$ cat config.mk
export PLATFORM = sky130hd
export DESIGN_NAME = jtframe_sdram_sched
export DESIGN_NICKNAME = d
export VERILOG_FILES = /design/src/rtl/jtframe_sdram_sched.sv
export SDC_FILE = /design/constraint.sdc
export NUM_CORES = 1
export LEC_CHECK = 0
export ABC_AREA = 1
export BUFFER_PORTS_ARGS = -buffer_cell sky130_fd_sc_hd__buf_2
export CAP_MARGIN = 15
export CORE_UTILIZATION = 45
export DETAILED_ROUTE_END_ITERATION = 6
export HOLD_SLACK_MARGIN = 0.06
export PLACE_DENSITY = 0.83
export SKIP_CTS_REPAIR_TIMING = 1
export SLEW_MARGIN = 25
export SYNTH_ARGS = -nofsm -noshare
export SYNTH_HDL_FRONTEND = slang
export SYNTH_SLANG_ARGS = --single-unit
$ cat constraint.sdc
create_clock -name clk -period 2.23 [get_ports clk]
set_clock_uncertainty 0.15 [all_clocks]
set_input_delay 0.1115 -clock clk [delete_from_list [all_inputs] [get_ports clk]]
set_output_delay 0.1115 -clock clk [all_outputs]
set_load 0.03 [all_outputs]
$ cat src/rtl/jtframe_sdram_sched.sv
// Shares one SDRAM command engine between prog, four bank ports and auto-refresh; JTFRAME_SDRAM_FIXPRIO_EN = fixed bank priority.
// Request seen in IDLE -> cmd_req next cycle; cmd_* held until cmd_ack, one command outstanding until cmd_done.
module jtframe_sdram_sched #(
  parameter int SDRAMW       = 23,
  parameter int RFSH_PERIOD  = 374,
  parameter int RFSH_MAXDEBT = 2
) (
  input  logic              clk,
  input  logic              rst,
  input  logic              downloading,
  input  logic [SDRAMW-1:0] prog_addr,
  input  logic              prog_rd,
  input  logic              prog_we,
  output logic              prog_ack,
  output logic              prog_rdy,
  input  logic [SDRAMW-1:0] ba0_addr,
  input  logic              ba0_rd,
  input  logic              ba0_wr,
  input  logic [SDRAMW-1:0] ba1_addr,
  input  logic              ba1_rd,
  input  logic [SDRAMW-1:0] ba2_addr,
  input  logic              ba2_rd,
  input  logic [SDRAMW-1:0] ba3_addr,
  input  logic              ba3_rd,
  output logic [3:0]        ba_ack,
  output logic [3:0]        ba_rdy,
  input  logic              rfsh_en,
  output logic              cmd_req,
  output logic [1:0]        cmd_ba,
  output logic [SDRAMW-1:0] cmd_addr,
  output logic              cmd_wr,
  output logic              cmd_rfsh,
  input  logic              cmd_ack,
  input  logic              cmd_done
);

  localparam int CW = $clog2(RFSH_PERIOD + 1);

  typedef enum logic [1:0] {IDLE, ISSUE, WAIT} state_t;

  typedef struct packed {
    logic              rfsh;
    logic              prog;
    logic [1:0]        ba;
    logic              wr;
    logic [SDRAMW-1:0] addr;
  } cmd_t;

  state_t            state;
  cmd_t              cur;
  cmd_t              sel;
  logic              sel_vld;
  logic [CW-1:0]     rfsh_cnt;
  logic [1:0]        debt;
  logic [1:0]        ptr;
  logic [1:0]        rr_ba;
  logic [1:0]        idx;
  logic              rr_hit;
  logic [3:0]        ba_req;
  logic [SDRAMW-1:0] rr_addr;
  logic              rfsh_wrap;
  logic              rfsh_done;
  logic              force_rfsh;
  logic              rdy_pend;

  assign cmd_ba   = cur.ba;
  assign cmd_addr = cur.addr;
  assign cmd_wr   = cur.wr;
  assign cmd_rfsh = cur.rfsh;

  assign ba_req     = {ba3_rd, ba2_rd, ba1_rd, ba0_rd | ba0_wr};
  assign force_rfsh = debt >= 2'(RFSH_MAXDEBT);
  assign rfsh_wrap  = rfsh_cnt == CW'(RFSH_PERIOD - 1);
  assign rfsh_done  = cur.rfsh & cmd_done &
                      ((state == WAIT) | ((state == ISSUE) & cmd_ack));

  // Walk from the farthest offset back to the pointer so the closest request wins.
  always_comb begin
    rr_hit = 1'b0;
    rr_ba  = ptr;
    idx    = ptr;
    for (int i = 3; i >= 0; i--) begin
      idx = ptr + 2'(i);
      if (ba_req[idx]) begin
        rr_hit = 1'b1;
        rr_ba  = idx;
      end
    end
  end

  always_comb begin
    case (rr_ba)
      2'd0:    rr_addr = ba0_addr;
      2'd1:    rr_addr = ba1_addr;
      2'd2:    rr_addr = ba2_addr;
      default: rr_addr = ba3_addr;
    endcase
  end

  always_comb begin
    sel     = '0;
    sel_vld = 1'b0;
    if (force_rfsh) begin
      sel_vld  = 1'b1;
      sel.rfsh = 1'b1;
    end else if (downloading) begin
      if (prog_rd | prog_we) begin
        sel_vld  = 1'b1;
        sel.prog = 1'b1;
        sel.wr   = prog_we;
        sel.addr = prog_addr;
      end
    end else if (rr_hit) begin
      sel_vld  = 1'b1;
      sel.ba   = rr_ba;
      sel.wr   = (rr_ba == 2'd0) & ba0_wr;
      sel.addr = rr_addr;
    end else if (debt != 2'd0 && rfsh_en) begin
      sel_vld  = 1'b1;
      sel.rfsh = 1'b1;
    end
  end

  function automatic logic [3:0] bank_bit(input cmd_t c);
    return (c.rfsh | c.prog) ? 4'b0000 : (4'b0001 << c.ba);
  endfunction

  // A refresh finishing on the same cycle as a new credit leaves the debt as is.
  always_ff @(posedge clk or posedge rst) begin
    if (rst) begin
      rfsh_cnt <= '0;
      debt     <= 2'd0;
    end else begin
      rfsh_cnt <= rfsh_wrap ? '0 : rfsh_cnt + CW'(1);
      if (rfsh_wrap && !rfsh_done && debt != 2'd3)
        debt <= debt + 2'd1;
      else if (!rfsh_wrap && rfsh_done && debt != 2'd0)
        debt <= debt - 2'd1;
    end
  end

  always_ff @(posedge clk or posedge rst) begin
    if (rst) begin
      state    <= IDLE;
      cur      <= '0;
      cmd_req  <= 1'b0;
      ptr      <= 2'd0;
      prog_ack <= 1'b0;
      prog_rdy <= 1'b0;
      ba_ack   <= 4'b0000;
      ba_rdy   <= 4'b0000;
      rdy_pend <= 1'b0;
    end else begin
      prog_ack <= 1'b0;
      prog_rdy <= 1'b0;
      ba_ack   <= 4'b0000;
      ba_rdy   <= 4'b0000;
      rdy_pend <= 1'b0;
      // Deferred completion of an ack+done cycle, so rdy lands one cycle after ack.
      if (rdy_pend) begin
        prog_rdy <= cur.prog;
        ba_rdy   <= bank_bit(cur);
      end
      case (state)
        IDLE: begin
          if (sel_vld) begin
            cur     <= sel;
            cmd_req <= 1'b1;
            state   <= ISSUE;
`ifndef JTFRAME_SDRAM_FIXPRIO_EN
            if (!sel.rfsh && !sel.prog) ptr <= sel.ba + 2'd1;
`endif
          end
        end
        ISSUE: begin
          if (cmd_ack) begin
            cmd_req  <= 1'b0;
            prog_ack <= cur.prog;
            ba_ack   <= bank_bit(cur);
            if (cmd_done) begin
              rdy_pend <= 1'b1;
              state    <= IDLE;
            end else begin
              state <= WAIT;
            end
          end
        end
        WAIT: begin
          if (cmd_done) begin
            prog_rdy <= cur.prog;
            ba_rdy   <= bank_bit(cur);
            state    <= IDLE;
          end
        end
        default: state <= IDLE;
      endcase
    end
  end

endmodule

==> flow_metrics.py <==
metrics = {
    "global_routing": {
        "antenna_found_initial": 0,
        "grt_pass1_wl_microns": 17200,
        "track_usage": 0.254,
        "grt_overflow": 0,
        "grt_max_degree": 36,
        "grt_pass1_vias": 3784,
    },
    "place": {
        "dp.cells": 770,
        "port_buffers": 165,
        "gp_congestion": 0.917,
        "dp_hpwl_microns": 8350,
    },
    "clock_network": {
        "clockRootBuffer": "clkbuf_8",
        "clock_path_buffers": 2,
        "cts_htree_levels": 2,
        "worstSkewPairLatency_ns": 0.32,
        "clk_pin_slew_ns": 0.11,
        "clock_sinks": 55,
        "cts_tree": "done",
        "cts_made_buffers": 5,
    },
    "min_path": {
        "hp-class": "input port to flip-flop",
    },
    "synthesis": {
        "synth_top_family_by_area": "simple AND/OR/NAND/NOR gates",
        "yosys-top-cells-area": "dfrtp_1, nand2_1, nand3_1",
        "async_reset_ff_frac": 1.00,
        "syn_inst": 533,
        "yosysUniqueCellTypes": 30,
        "synth-xor-area-share": 0.00475,
        "synth-compound-area-share": 0.118,
        "syn_avg_cell_area_sq_um": 6.92,
        "yosysTopAreaCellShare": 0.373,
        "yosys_warnings": 0,
        "syn_nets": 663,
        "syn_area_sq_um": 3690,
        "ys_ff_latch": 55,
        "synth_top_area_cell": "dfrtp_1",
        "synth_edf_count": 0,
        "synthAdderAreaFrac": 0.00678,
        "synth-simple-area-share": 0.327,
        "synthFlopType": "dfrtp_1",
        "ys_seq_area_frac": 0.373,
        "synthMuxAreaShare": 0,
    },
    "cells_and_area": {
        "antenna_cells": 0,
        "stdcell_count": 892,
        "final_common_cell": "buf_2",
        "layout-drive-gt1-share": 0.300,
        "utilization": 0.756,
        "num-nets-final": 919,
        "area_growth_pct": 59.9,
        "mostFrequentLayoutCells": "buf_2, nand2_1, dlygate4sd3_1",
    },
    "timing": {
        "finalSetupViolations": 23,
        "max_freq_ghz": 0.411,
        "worst_slew_pin_slew_ns": 0.521,
        "report.final.slew_viol_count": 0,
        "period_needed_ns": 2.43,
        "finalCritPeriodShare": 1.09,
        "relSlewSlack": 0.652,
        "finalHoldViolCount": 0,
        "fin_ws_ns": -0.201,
        "rsz0062_at_grt": "true",
    },
    "detailed_routing": {
        "via_per_inst": 5.42,
        "drt.antenna.violating_nets": 0,
        "first_iter_violations": 491,
        "dr.pass1.iters": 7,
        "routed_wl_microns": 14900,
        "drc": 0,
        "wire_per_inst_microns": 16.7,
        "vias": 4837,
    },
    "power_and_ir_drop": {
        "vdd_drop_max_v": 0.00145,
        "powerDensity_nw_per_um2": 1440,
        "p_leak_nw": 3.26,
    },
    "critical_path": {
        "crit_family": "simple AND/OR/NAND/NOR gates",
        "critPathCaptureType": "flip-flop",
        "critPathBufInv": 3,
        "critical-path-max-stage-delay_ns": 0.48,
        "startpoint_type": "flip-flop",
        "slowest_stage": "dfrtp_2",
        "cp_cell_sequence": "buf_4 > o21ai_2 > nand2_1 > nand2_2 > nand2_2 > nand4_1 > nand2_8 > nor2_4 > buf_12 > nand2_1 > nand2_1 > inv_1 > nand2_1 > nand2_1",
        "timing.critical_path.mode_cell": "nand2_1",
        "crit_path_max_fanout": 11,
        "required_ns": 2.28,
        "critPathKind": "flip-flop to flip-flop",
        "arrival_ns": 2.48,
    },
    "floorplanning": {
        "core-area_sq_um": 7810,
        "std_cell_rows": 32,
        "die_w_microns": 92.5,
        "start_util": 0.472,
        "dieArea_sq_um": 8560,
        "io_pins": 166,
        "die_h_microns": 92.5,
    },
    "outcome": {
        "violations": "negative setup slack",
        "status": "finished, violations left",
    },
    "job": {
        "maxCapViolations": 0,
    },
}
==> state kept, by name (all words and copies together) (netlist names) <==
signal    cells
cmd_rfsh      1
ba_ack        4
rfsh_cnt      9
debt          2
cmd_addr     23
ba_rdy        4
cur           1
cmd_ba        2
prog_ack      1
ptr           2
rdy_pend      1
cmd_wr        1
prog_rdy      1
state         2
cmd_req       1
==> cell type report <==
class | instances | area [sq um]
Clock buffer | 5 | 68.8
Clock inverter | 3 | 46.3
Multi-Input combinational cell | 357 | 1820
Fill cell | 529 | 1910
Inverter | 78 | 305
Tap cell | 102 | 128
Timing Repair Buffer | 292 | 2160
Sequential cell | 55 | 1380
==> worst register-to-register path: cells and delay by family, from the launching register on <==
family | cells | cell delay, ns
and+or+nand+nor | 10 | 1.14
DFF | 1 | 0.48
buffers and inverters | 3 | 0.38
AOI/OAI and AO/OA | 1 | 0.16
==> logic make-up after synthesis <==
| kind of cell | Yosys count |
|---|---|
| AO/OA/AOI/OAI | 70 |
| XOR/XNOR | 2 |
| AND/OR/NAND/NOR | 280 |
| buffers and inverters | 124 |
| adder cells (fa/ha/maj) | 2 |
| flip-flops | 55 |
==> through the flow <==
step / hold WS [ns] / cell area, sq um / setup TNS (ns) / setup slack (ns) / power (mW)
after global routing: 0.0517 / 5900 / -3.65 / -0.260 / 9.01
after CTS: -0.314 / 4580 / -1.27 / -0.119 / 7.09
after floorplan: 0.0279 / 3690 / 0 / 0.350 / 5.42
after global placement: 0.0191 / 4470 / 0 / 0.0404 / 6.25
after detailed placement: 0.0282 / 4470 / -0.721 / -0.0899 / 6.38
final: 0.00685 / 5900 / -1.10 / -0.201 / 8.49
==> where the power goes <==
group          total [mW]  internal, mW  switching, mW
logic                6.24          2.27           3.97
registers            1.56          1.32          0.233
clock network       0.696         0.339          0.357
==> worst paths after layout <==
path / from / endpoint / slack (ns) / cells past startpoint
setup / recovery: ptr[0]$_DFFE_PP0P_ / cmd_addr[1]$_DFFE_PP0P_ / -0.20 / 14
hold reg to reg: cmd_addr[12]$_DFFE_PP0P_ / cmd_addr[12]$_DFFE_PP0P_ / 0.35 / 2
min in group asynchronous: rst / ptr[1]$_DFFE_PP0P_ / 0.22 / 3
setup reg to reg: ptr[0]$_DFFE_PP0P_ / cmd_addr[1]$_DFFE_PP0P_ / -0.20 / 14
hold / removal: ba1_addr[5] / cmd_addr[5]$_DFFE_PP0P_ / 0.007 / 5
max in group asynchronous: rst / cmd_addr[21]$_DFFE_PP0P_ / 1.14 / 4
==> per-layer routing <==
metal | up-vias | wire length, microns | GRT usage
met5 | - | 0 | 0
met4 | 0 | 632 | 0.0768
met3 | 78 | 1350 | 0.0460
met2 | 358 | 7130 | 0.439
met1 | 2212 | 5770 | 0.321
li1 | 2189 | - | -
==> synth_stat cells, types with 4 or more instances <==
master / count
buf_2: 6
nand3_1: 64
buf_4: 32
nand2_1: 163
o21ai_1: 4
nand4_1: 7
nor2_1: 28
a22oi_1: 23
a21oi_1: 9
nor3_1: 6
buf_6: 4
clkbuf_1: 4
o21ai_0: 23
inv_1: 73
dfrtp_1: 55
o21bai_1: 8
nand2_2: 6
(Power assumes the default switching activity.)
